## src/rtl/instr_encoder.sv

```systemverilog
// instr_encoder
// Streaming RV32 instruction encoder. It takes a decoded instruction
// description, packs it into a 32-bit instruction word and range/alignment
// checks the immediate. Each word is tagged with a sequential byte address
// so it can be written straight into instruction memory.
//
// Ports:
//   clk, rst             rising-edge clock, asynchronous active-high reset
//   in_valid / in_ready  request handshake
//   in_fmt               0=I 1=S 2=B 3=U 4=J, 5-7 illegal
//   in_opcode, in_rd, in_rs1, in_rs2, in_funct3, in_imm
//                        decoded fields; in_imm is the full signed value
//   out_valid / out_ready  result handshake
//   out_instr            encoded word (zero when the request was illegal)
//   out_addr             byte address assigned to this word
//   out_err              request was illegal
//   err_cnt              saturating count of accepted illegal requests
module instr_encoder #(
  parameter int                ADDR_W    = 32,
  parameter logic [ADDR_W-1:0] BASE_ADDR = '0
) (
  input  logic              clk,
  input  logic              rst,
  input  logic              in_valid,
  output logic              in_ready,
  input  logic [2:0]        in_fmt,
  input  logic [6:0]        in_opcode,
  input  logic [4:0]        in_rd,
  input  logic [4:0]        in_rs1,
  input  logic [4:0]        in_rs2,
  input  logic [2:0]        in_funct3,
  input  logic [31:0]       in_imm,
  output logic              out_valid,
  input  logic              out_ready,
  output logic [31:0]       out_instr,
  output logic [ADDR_W-1:0] out_addr,
  output logic              out_err,
  output logic [7:0]        err_cnt
);

  localparam logic [2:0] FMT_I = 3'd0;
  localparam logic [2:0] FMT_S = 3'd1;
  localparam logic [2:0] FMT_B = 3'd2;
  localparam logic [2:0] FMT_U = 3'd3;
  localparam logic [2:0] FMT_J = 3'd4;

  logic              outValid_q;
  logic [31:0]       outInstr_q;
  logic [ADDR_W-1:0] outAddr_q;
  logic              outErr_q;
  logic [ADDR_W-1:0] addrCnt_q;
  logic [7:0]        errCnt_q;

  logic [31:0]       encWord;
  logic              immLegal;
  logic [31:0]       instr_d;
  logic [7:0]        errCnt_d;
  logic              accept;

  // A signed value fits in N bits when every bit from N-1 upward equals the
  // sign bit, so the range checks reduce to "upper bits all ones or all zeros".
  logic fits12;
  logic fits13;
  logic fits21;

  assign fits12 = (&in_imm[31:11]) || !(|in_imm[31:11]);
  assign fits13 = (&in_imm[31:12]) || !(|in_imm[31:12]);
  assign fits21 = (&in_imm[31:20]) || !(|in_imm[31:20]);

  // Format-specific bit packing and legality of the immediate.
  always_comb begin
    encWord  = 32'h0;
    immLegal = 1'b0;
    case (in_fmt)
      FMT_I: begin
        encWord  = {in_imm[11:0], in_rs1, in_funct3, in_rd, in_opcode};
        immLegal = fits12;
      end
      FMT_S: begin
        encWord  = {in_imm[11:5], in_rs2, in_rs1, in_funct3, in_imm[4:0], in_opcode};
        immLegal = fits12;
      end
      FMT_B: begin
        encWord  = {in_imm[12], in_imm[10:5], in_rs2, in_rs1, in_funct3,
                    in_imm[4:1], in_imm[11], in_opcode};
        immLegal = fits13 && !in_imm[0];
      end
      FMT_U: begin
        encWord  = {in_imm[31:12], in_rd, in_opcode};
        immLegal = (in_imm[11:0] == 12'h0);
      end
      FMT_J: begin
        encWord  = {in_imm[20], in_imm[10:1], in_imm[11], in_imm[19:12], in_rd, in_opcode};
        immLegal = fits21 && !in_imm[0];
      end
      default: begin
        encWord  = 32'h0;
        immLegal = 1'b0;
      end
    endcase
  end

  // Illegal requests still produce a word (all zeros) so the address stream
  // stays dense and the consumer sees the error in order.
  always_comb begin
    instr_d  = immLegal ? encWord : 32'h0;
    errCnt_d = errCnt_q;
    if (accept && !immLegal && (errCnt_q != 8'hFF)) begin
      errCnt_d = errCnt_q + 8'd1;
    end
  end

  assign in_ready = !outValid_q || out_ready;
  assign accept   = in_valid && in_ready;

  // Single output stage: a new word loads whenever a request is accepted,
  // which also covers the same-cycle drain-and-refill case. Without a new
  // request a completed handshake only drops valid; data fields keep their
  // last values.
  always_ff @(posedge clk or posedge rst) begin
    if (rst) begin
      outValid_q <= 1'b0;
      outInstr_q <= 32'h0;
      outAddr_q  <= '0;
      outErr_q   <= 1'b0;
      addrCnt_q  <= BASE_ADDR;
      errCnt_q   <= 8'h0;
    end else begin
      errCnt_q <= errCnt_d;
      if (accept) begin
        outValid_q <= 1'b1;
        outInstr_q <= instr_d;
        outAddr_q  <= addrCnt_q;
        outErr_q   <= !immLegal;
        addrCnt_q  <= addrCnt_q + ADDR_W'(4);
      end else if (out_ready) begin
        outValid_q <= 1'b0;
      end
    end
  end

  assign out_valid = outValid_q;
  assign out_instr = outInstr_q;
  assign out_addr  = outAddr_q;
  assign out_err   = outErr_q;
  assign err_cnt   = errCnt_q;

endmodule
```

## config.mk

```make
export PLATFORM = sky130hd
export DESIGN_NAME = instr_encoder
export DESIGN_NICKNAME = d
export VERILOG_FILES = /design/src/rtl/instr_encoder.sv
export SDC_FILE = /design/constraint.sdc
export NUM_CORES = 1
export LEC_CHECK = 0
export CAP_MARGIN = 0
export CORE_MARGIN = 2
export CORE_UTILIZATION = 45
export CTS_CLUSTER_SIZE = 12
export DETAILED_ROUTE_END_ITERATION = 8
export GPL_ROUTABILITY_DRIVEN = 0
export PLACE_DENSITY_LB_ADDON = 0.12
export REMOVE_ABC_BUFFERS = 1
export SLEW_MARGIN = 10
export SYNTH_ARGS = -nofsm -noshare
export SYNTH_HDL_FRONTEND = slang
export SYNTH_SLANG_ARGS = --single-unit
```

## constraint.sdc

```tcl
create_clock -name clk -period 3.3 [get_ports clk]
set_input_delay 0.33 -clock clk [delete_from_list [all_inputs] [get_ports clk]]
set_output_delay 0.33 -clock clk [all_outputs]
set_load 0.02 [all_outputs]
```

Word-level counts from Yosys, hierarchy flattened --
Index checks and enable logic that the tools add are counted.
Storage, ports and cells: register bits after elaboration 106, output and inout bits 75
Operators by class: reductions and logical operators 25, add/sub/neg operators 2, multiplexer cells 5, eq/ne operators 5
Operators by type and width (number):
- one-hot mux 32 bit (5 select lines) | 1
- adder 32 x 3 -> 32 bit (second input constant) | 1
- 2-to-1 mux 32 bit | 1
- AND reduction 21 bit | 1
- OR reduction 21 bit | 1
- AND reduction 20 bit | 1
- OR reduction 20 bit | 1
- logical NOT 12 bit | 1
- AND reduction 12 bit | 1
- OR reduction 12 bit | 1
- adder 8 x 1 -> 8 bit (second input constant) | 1
- != test 8 bit (second input constant) | 1
- == test 3 x 2 -> 1 bit (second input constant) | 2
- logical NOT 1 bit | 6
- logical AND 1 bit | 5
- logical OR 1 bit | 4
- one-hot mux 1 bit (4 select lines) | 1
- == test 3 x 1 -> 1 bit (second input constant) | 1
- == test 3 bit (second input constant) | 1
- logical NOT 3 bit | 1
- 2-to-1 mux 1 bit | 2
- nonzero test 2 bit | 1
- OR reduction 2 bit | 1

Logic depth before layout (Yosys ltp) --
Gate-level depths: netlist (run 1).
word-level depth 8, mapped depth 9

Worst setup path before layout (run 1) --
No wires, ideal clock.
kind register -> register, start point register outValid_q (netlist: out_valid), end point register addrCnt_q[29], path slack 1.440 ns, cell stages (with the launch flop) 7, arrival time 1.738 ns, cell sequence dfrtp_1 > nand2b_1 > nand4_1 > nand3b_1 > nor3_1 > nand4_1 > xnor2_1
On the way: longest elaborated chain between the ends 3
Ends and longest elaborated chain:
- from (decl) | RTL line 47 | logic outValid_q;
- from (signal assigned) | RTL line 122 | outValid_q <= 1'b0;
- from (signal assigned) | RTL line 131 | outValid_q <= 1'b1;
- from (signal assigned) | RTL line 137 | outValid_q <= 1'b0;
- logical NOT 1 bit | RTL line 113 | assign in_ready = !outValid_q || out_ready;
- logical OR 1 bit | RTL line 113
- net in_ready | RTL line 25 | output logic in_ready,
- logical AND 1 bit | RTL line 114 | assign accept = in_valid && in_ready;
- to (signal assigned) | RTL line 135 | addrCnt_q <= addrCnt_q + ADDR_W'(4);
- to (decl) | RTL line 51 | logic [ADDR_W-1:0] addrCnt_q;
The timed path passes the listed nets, and every way through them passes these cells. A chain may end at the register's enable or synchronous reset.

Worst setup path after layout (run 1) --
start point input port in_imm[17], end point register errCnt_q[1] (netlist: err_cnt[1])
On the way: longest elaborated chain between the ends 8, elaborated cells on any way between the ends 13, classes of those cells mux (1); reduce/logical (12)
Ends and longest elaborated chain:
- from (decl) | RTL line 32 | input logic [31:0] in_imm,
- OR reduction 20 bit | RTL line 67 | assign fits13 = (&in_imm[31:12]) || !(|in_imm[31:12]);
- logical NOT 1 bit | RTL line 67
- logical OR 1 bit | RTL line 67
- logical AND 1 bit | RTL line 86 | immLegal = fits13 && !in_imm[0];
- one-hot mux 1 bit (4 select lines) (*) | RTL line 74 | case (in_fmt)
- logical NOT 1 bit (*) | RTL line 108 | if (accept && !immLegal && (errCnt_q != 8'hFF)) begin
- logical AND 1 bit (*) (2 in a row) | RTL line 108
- to (signal assigned) | RTL line 129 | errCnt_q <= errCnt_d;
- to (decl) | RTL line 52 | logic [7:0] errCnt_q;
Every way passes the cells marked *; elsewhere a longest branch is shown, timed or not.

==> summary.md, run 1 <==
| Metric | Value |
|---|---|
| #FFs+latches synth | `102` |
| Num CTS Buffers | `9` |
| Distinct cells, synth | `49` |
| HPWL Detailed | `9130 um` |
| Post-synthesis cell count | `555` |
| Core Area | `10900 sq um` |
| RSZ-0062 raised after global routing | `false` |
| Clock transition at path regs | `0.07 ns` |
| CTS tree | `yes` |
| Port buffer count | `136` |
| Fillers | `938` |
| Dpl ws | `0.618 ns` |
| Ys flop type | `dfrtp_1` |
| Final core occ | `0.631` |
| Largest family of logic cells by synthesized area | `simple AND/OR/NAND/NOR gates` |
| Final setup margin | `0.970 ns` |
| Slew HR | `0.473` |
| Synth Area in Compound Gates | `0.120` |
| Routed WL | `12600 um` |
| Post_cts resized | `0` |
| Simple-Gate Fraction of Synth Area | `0.242` |
| Row cnt | `38` |
| Actual slew at the worst max-slew pin | `0.791 ns` |
| GRT Overall Usage | `0.208` |
| Post-synth ARST share | `1.00` |
| Status | `complete, no violations` |
| Pleak | `3.04 nW` |
| Hold_buf cts | `0` |
| Setup Skew | `0.00535 ns` |
| Hold Path Class | `in2async` |
| Synth area leaders | `dfrtp_1 (50%), nand2_1 (12%), xnor2_1 (4.5%), a21oi_1 (2.5%), o21ai_0 (2.5%)` |
| Clk Latency, worst-skew pair | `0.34 ns` |
| Required time worst endpoint | `3.53 ns` |
| Highest Clock Rate | `0.429 GHz` |
| Antenna violations before repair | `0` |
| Post-synth EDFFs | `0` |
| Power consumption | `0.00325 W` |
| Global-route wire length before repair | `21100 um` |
| Post-synthesis adder-cell area fraction | `0.00491` |
| CP Capture Type | `register` |
| Fin crit period | `2.33 ns` |
| Initial Util | `0.466` |
| Clock sinks | `102` |
| Register area | `2550 sq um` |
| Post-synthesis mux area share | `0.0312` |
| Die Wd | `110 um` |
| Finished Layout Cells | `826` |
| Max IR drop VDD | `0.272 mV` |
| Worst setup path class | `in2reg` |
| Crit path max fanout | `14` |
| Layout cells sized above 1 | `0.0773` |
| CTS Root Cell | `clkbuf_16` |
| Top cell type's share of synthesized area | `0.501` |
| # Post-CTS Setup Buffers | `0` |
| Fin crit share | `0.706` |
| Gr ovfl total | `0` |
| YS warnings | `0` |
| Max clock buf depth | `2` |
| Power Dens Cells | `471 nW/um^2` |
| Seq/Total Area, Yosys | `0.501` |
| Commonest non-fill, non-tap cell in the layout | `nand2_1` |
| Starting DRT DRC Count | `208` |
| CP arrival | `2.56 ns` |
| Slew Viols, Final | `0` |
| P&R area growth vs syn | `35.5%` |
| Vias in the first global route | `4357` |
| Antenna viol nets, final | `0` |
| Die ar. | `12200 sq um` |
| Final setup TNS | `0 ns` |
| Most frequent cells in the layout | `nand2_1 (158), clkdlybuf4s50_1 (136), dfrtp_1 (102)` |
| Crit start category | `primary input` |
| Post-placement cell count | `810` |
| Area used by multi-input combinational logic | `2360 sq um` |
| I/O pin count | `139` |
| Synth area leader | `dfrtp_1` |
| Fin. Hold Viols | `0` |
| Total number of vias | `4339` |
| Final setup vio count | `0` |
| Largest net degree at the start of global routing | `79` |
| Max Cap Viol | `0` |
| Layout Nets | `747` |
| Synthesized cell area | `5090 sq um` |
| H-tree levels | `3` |
| Synthesized area per cell | `9.18 sq um` |
| Synth Area in XOR/XNOR | `0.0619` |
| WL/cell | `15.3 um` |
| First-pass iteration count of the detailed router | `4` |
| # DRC | `0` |
| Die height | `110 um` |
| Post-DR vias/cell | `5.25` |
| N_diodes | `0` |
[registers in the layout, indices dropped and copies added, names as in the netlist]
name,cells
out_valid,1
out_err,1
addrCnt_q,30
out_instr,32
out_addr,30
err_cnt,8
[per-layer routing]
metal / GRT usage / up-vias / routed length [um]
li1: - / 2145 / -
met2: 0.352 / 121 / 6280
met1: 0.264 / 2054 / 5420
met4: 0.0767 / 0 / 216
met3: 0.0417 / 19 / 704
met5: 0 / - / 0
[power by group]
| part | internal, W | switching [W] |
|---|---|---|
| combinational | 0.000331 | 0.000343 |
| sequential | 0.00135 | 0.000116 |
| clock | 0.000637 | 0.000472 |
| total | 0.00232 | 0.000931 |
[final timing paths]
path	cells past startpoint	startpoint	endpoint	slack (ns)
worst max-delay path	8	in_imm[17]	err_cnt[1]	0.97
worst min-delay path	2	rst	addrCnt_q[11]	0.45
worst max register to register	6	addrCnt_q[10]	addrCnt_q[29]	1.23
worst min register to register	2	out_addr[28]	out_addr[28]	0.47
max in group asynchronous	3	rst	out_instr[26]	2.16
min in group clk	2	out_addr[28]	out_addr[28]	0.47
[synthesized netlist by cell type, types with 2 or more instances]
cell type	n
nand2_1	159
nor2b_1	19
a22o_1	6
a21oi_1	25
xnor2_1	26
nand2b_1	3
mux2i_1	2
mux2_2	11
and4_1	3
xor2_1	10
ha_1	2
buf_6	3
nand4_1	14
nor4_1	7
and2_1	4
nor3_1	6
buf_1	4
inv_1	6
dfrtp_1	102
nor2_1	24
o31ai_1	9
clkbuf_1	21
o22ai_1	8
o21ai_0	25
buf_2	3
and3_1	6
a22oi_1	11
nand3_1	12
buf_4	4
[worst max-delay path, stage by stage]
cell             delay, ns
clkdlybuf4s50_1       0.46
nor4_1                0.47
nand2_1               0.14
o41ai_2               0.44
a211oi_4              0.07
buf_4                 0.20
and2_1                0.17
mux2_2                0.27
[per-stage QoR]
stage                     area [sq um]  hold slack, ns
after CTS                         6900           0.465
after detailed placement          6590           0.462
after floorplan                   4930           0.438
after global routing              6900           0.500
final                             6900           0.446
after global placement            6590           0.458
[cells by family after synthesis]
family | after synthesis
simple gates | 265
flops | 102
compound gates | 94
buf+inv | 41
xor+xnor | 36
mux | 14
fa+ha+maj | 2
other cells | 1
[cell type report]
cell class / count / share of cell area
clock inverters: 5 / 0.00924
inverters: 6 / 0.00363
multi-input cells: 413 / 0.342
repair buffers: 149 / 0.213
well taps: 140 / 0.0254
flip-flops and latches: 102 / 0.370
clock buffers: 11 / 0.0366
Power figures use the tool's default switching activity.
==> run 2: changes to the inputs <==
Settings changed: CORE_UTILIZATION 45 to 44.
Clock period 3.3 ns to 2.1 ns, I/O delays scaled along.
==> summary.md, run 2 (synthesized netlist as in run 1, its figures left out) <==
| Metric | Value |
|---|---|
| N_diodes | `0 (unchanged)` |
| CP Capture Type | `register` |
| Row cnt | `39 (+2.6%)` |
| HPWL Detailed | `9450 um (+3.5%)` |
| P&R area growth vs syn | `41.9%` |
| Layout cells sized above 1 | `0.126 (+0.0491)` |
| Core Area | `11400 sq um (+4.0%)` |
| Fillers | `979 (+4.4%)` |
| Antenna violations before repair | `0 (unchanged)` |
| Slowest cell on crit path | `clkdlybuf4s50_1` |
| Fin crit share | `0.958` |
| Layout Nets | `782 (+4.7%)` |
| Die Wd | `112 um (+1.1%)` |
| Required time worst endpoint | `2.35 ns (-1.18 ns)` |
| Die ar. | `12500 sq um (+2.2%)` |
| CP most frequent cell | `buf_4` |
| Highest Clock Rate | `0.497 GHz` |
| Crit path max fanout | `22 (+8)` |
| Status | `complete, no violations` |
| Slew Viols, Final | `0 (unchanged)` |
| Most frequent cells in the layout | `nand2_1 (158), clkdlybuf4s50_1 (136), dfrtp_1 (102)` |
| Num CTS Buffers | `9 (unchanged)` |
| WL/cell | `14.9 um (-2.2%)` |
| CTS Root Cell | `clkbuf_16` |
| CTS tree | `yes` |
| Total number of vias | `4496 (+3.6%)` |
| Max IR drop VDD | `0.543 mV (+100%)` |
| Actual slew at the worst max-slew pin | `0.555 ns (-0.236 ns)` |
| Fin. Hold Viols | `0 (unchanged)` |
| GRT Overall Usage | `0.212 (+0.00433)` |
| Commonest non-fill, non-tap cell in the layout | `nand2_1` |
| Clock sinks | `102 (unchanged)` |
| Finished Layout Cells | `863 (+4.5%)` |
| Slew HR | `0.630 (+0.157)` |
| Clock transition at path regs | `0.07 ns (about the same)` |
| H-tree levels | `3 (unchanged)` |
| Crit path largest cell delay | `0.45 ns (-0.02 ns)` |
| # DRC | `0 (unchanged)` |
| Routed WL | `12900 um (+2.2%)` |
| I/O pin count | `139 (unchanged)` |
| Power consumption | `0.00504 W (+55%)` |
| Final setup TNS | `0 ns (unchanged)` |
| Max clock buf depth | `2 (unchanged)` |
| Setup Skew | `0.00852 ns (+0.00316 ns)` |
| Clk Latency, worst-skew pair | `0.35 ns (about the same)` |
| Largest net degree at the start of global routing | `79 (unchanged)` |
| Fin crit period | `2.01 ns` |
| First-pass iteration count of the detailed router | `6 (+2)` |
| Gr ovfl total | `0 (unchanged)` |
| Power Dens Cells | `697 nW/um^2 (+48%)` |
| Initial Util | `0.448 (-0.0178)` |
| Pleak | `3.25 nW (+6.7%)` |
| Crit start category | `primary input` |
| Hold_buf cts | `0 (unchanged)` |
| Die height | `112 um (+1.1%)` |
| Port buffer count | `136 (unchanged)` |
| Post-placement cell count | `848 (+4.7%)` |
| Antenna viol nets, final | `0 (unchanged)` |
| Vias in the first global route | `4424 (+1.5%)` |
| Starting DRT DRC Count | `159 (-24%)` |
| CP arrival | `2.26 ns (-0.30 ns)` |
| Worst setup path class | `in2reg` |
| Global-route wire length before repair | `21400 um (+1.2%)` |
| Final setup vio count | `0 (unchanged)` |
| Cell Chain, Critical Path | `clkdlybuf4s50_1 > nor4_1 > nand3_2 > buf_4 > o2bb2ai_1 > a211oi_4 > buf_4 > o31ai_1` |
| Hold Path Class | `in2async` |
| Max reg flops | `32 (unchanged)` |
| Final core occ | `0.636 (+0.00462)` |
| Max Cap Viol | `0 (unchanged)` |
| Post-DR vias/cell | `5.21 (-0.82%)` |
-- run 2: worst paths after layout --
check / cells after the start / slack, ns / startpoint / to
hold / removal: 2 / 0.28 / rst / out_instr[2]
hold reg to reg: 1 / 0.47 / addrCnt_q[31] / addrCnt_q[31]
min in group clk: 3 / 0.42 / in_opcode[0] / out_instr[0]
setup reg to reg: 5 / 0.23 / addrCnt_q[11] / addrCnt_q[28]
max in group asynchronous: 3 / 1.31 / rst / addrCnt_q[6]
setup / recovery: 8 / 0.09 / in_imm[30] / out_instr[21]
-- run 2: what timing repair did --
action | in CTS | in global routing
gates resized for setup | 0 | 6
setup buffers | 0 | 0
hold endpoints to repair | 0 | 0
setup endpoints to repair | 0 | 16
-- run 2: final cells by class --
type                            instances  area [sq um]  share of cell area
Clock buffer                           13           270              0.0374
Clock inverter                          2          16.3             0.00225
Inverter                                6          25.0             0.00346
Multi-Input combinational cell        413          2400               0.332
Sequential cell                       102          2550               0.353
Tap cell                              143           179              0.0247
Timing Repair Buffer                  184          1780               0.247
-- run 2: per-stage QoR --
| stage | hold WS [ns] | cell area, sq um | setup slack, ns |
|---|---|---|---|
| floorplan | 0.318 | 4930 | -0.930 |
| global route | 0.322 | 7230 | -0.0296 |
| detailed placement | 0.464 | 6900 | -0.318 |
| finish | 0.276 | 7230 | 0.0883 |
| global placement | 0.457 | 6900 | -0.235 |
| CTS | 0.289 | 7190 | 0.0633 |
-- run 2: routing by layer --
| metal | vias to the layer above | wire length [um] | part of all wire | GRT usage |
|---|---|---|---|---|
| met1 | 2164 | 5470 | 0.42 | 0.258 |
| met2 | 106 | 6600 | 0.51 | 0.372 |
| li1 | 2205 | - | - | - |
| met5 | - | 0 | 0 | 0 |
| met3 | 21 | 569 | 0.044 | 0.0474 |
| met4 | 0 | 268 | 0.021 | 0.0733 |
-- run 2: where the power goes --
part	leakage, nW	internal [W]	switching [W]	total [W]
Sequential	1.37	0.00213	0.000177	0.00231
Combinational	1.74	0.000571	0.000549	0.00112
Clock	0.138	0.000897	0.000713	0.00161
-- run 2: worst max-delay path: cells and delay by family --
family | cells | cell delay, ns
buffers and inverters | 3 | 0.86
AOI/OAI and AO/OA | 3 | 0.62
and+or+nand+nor | 2 | 0.58
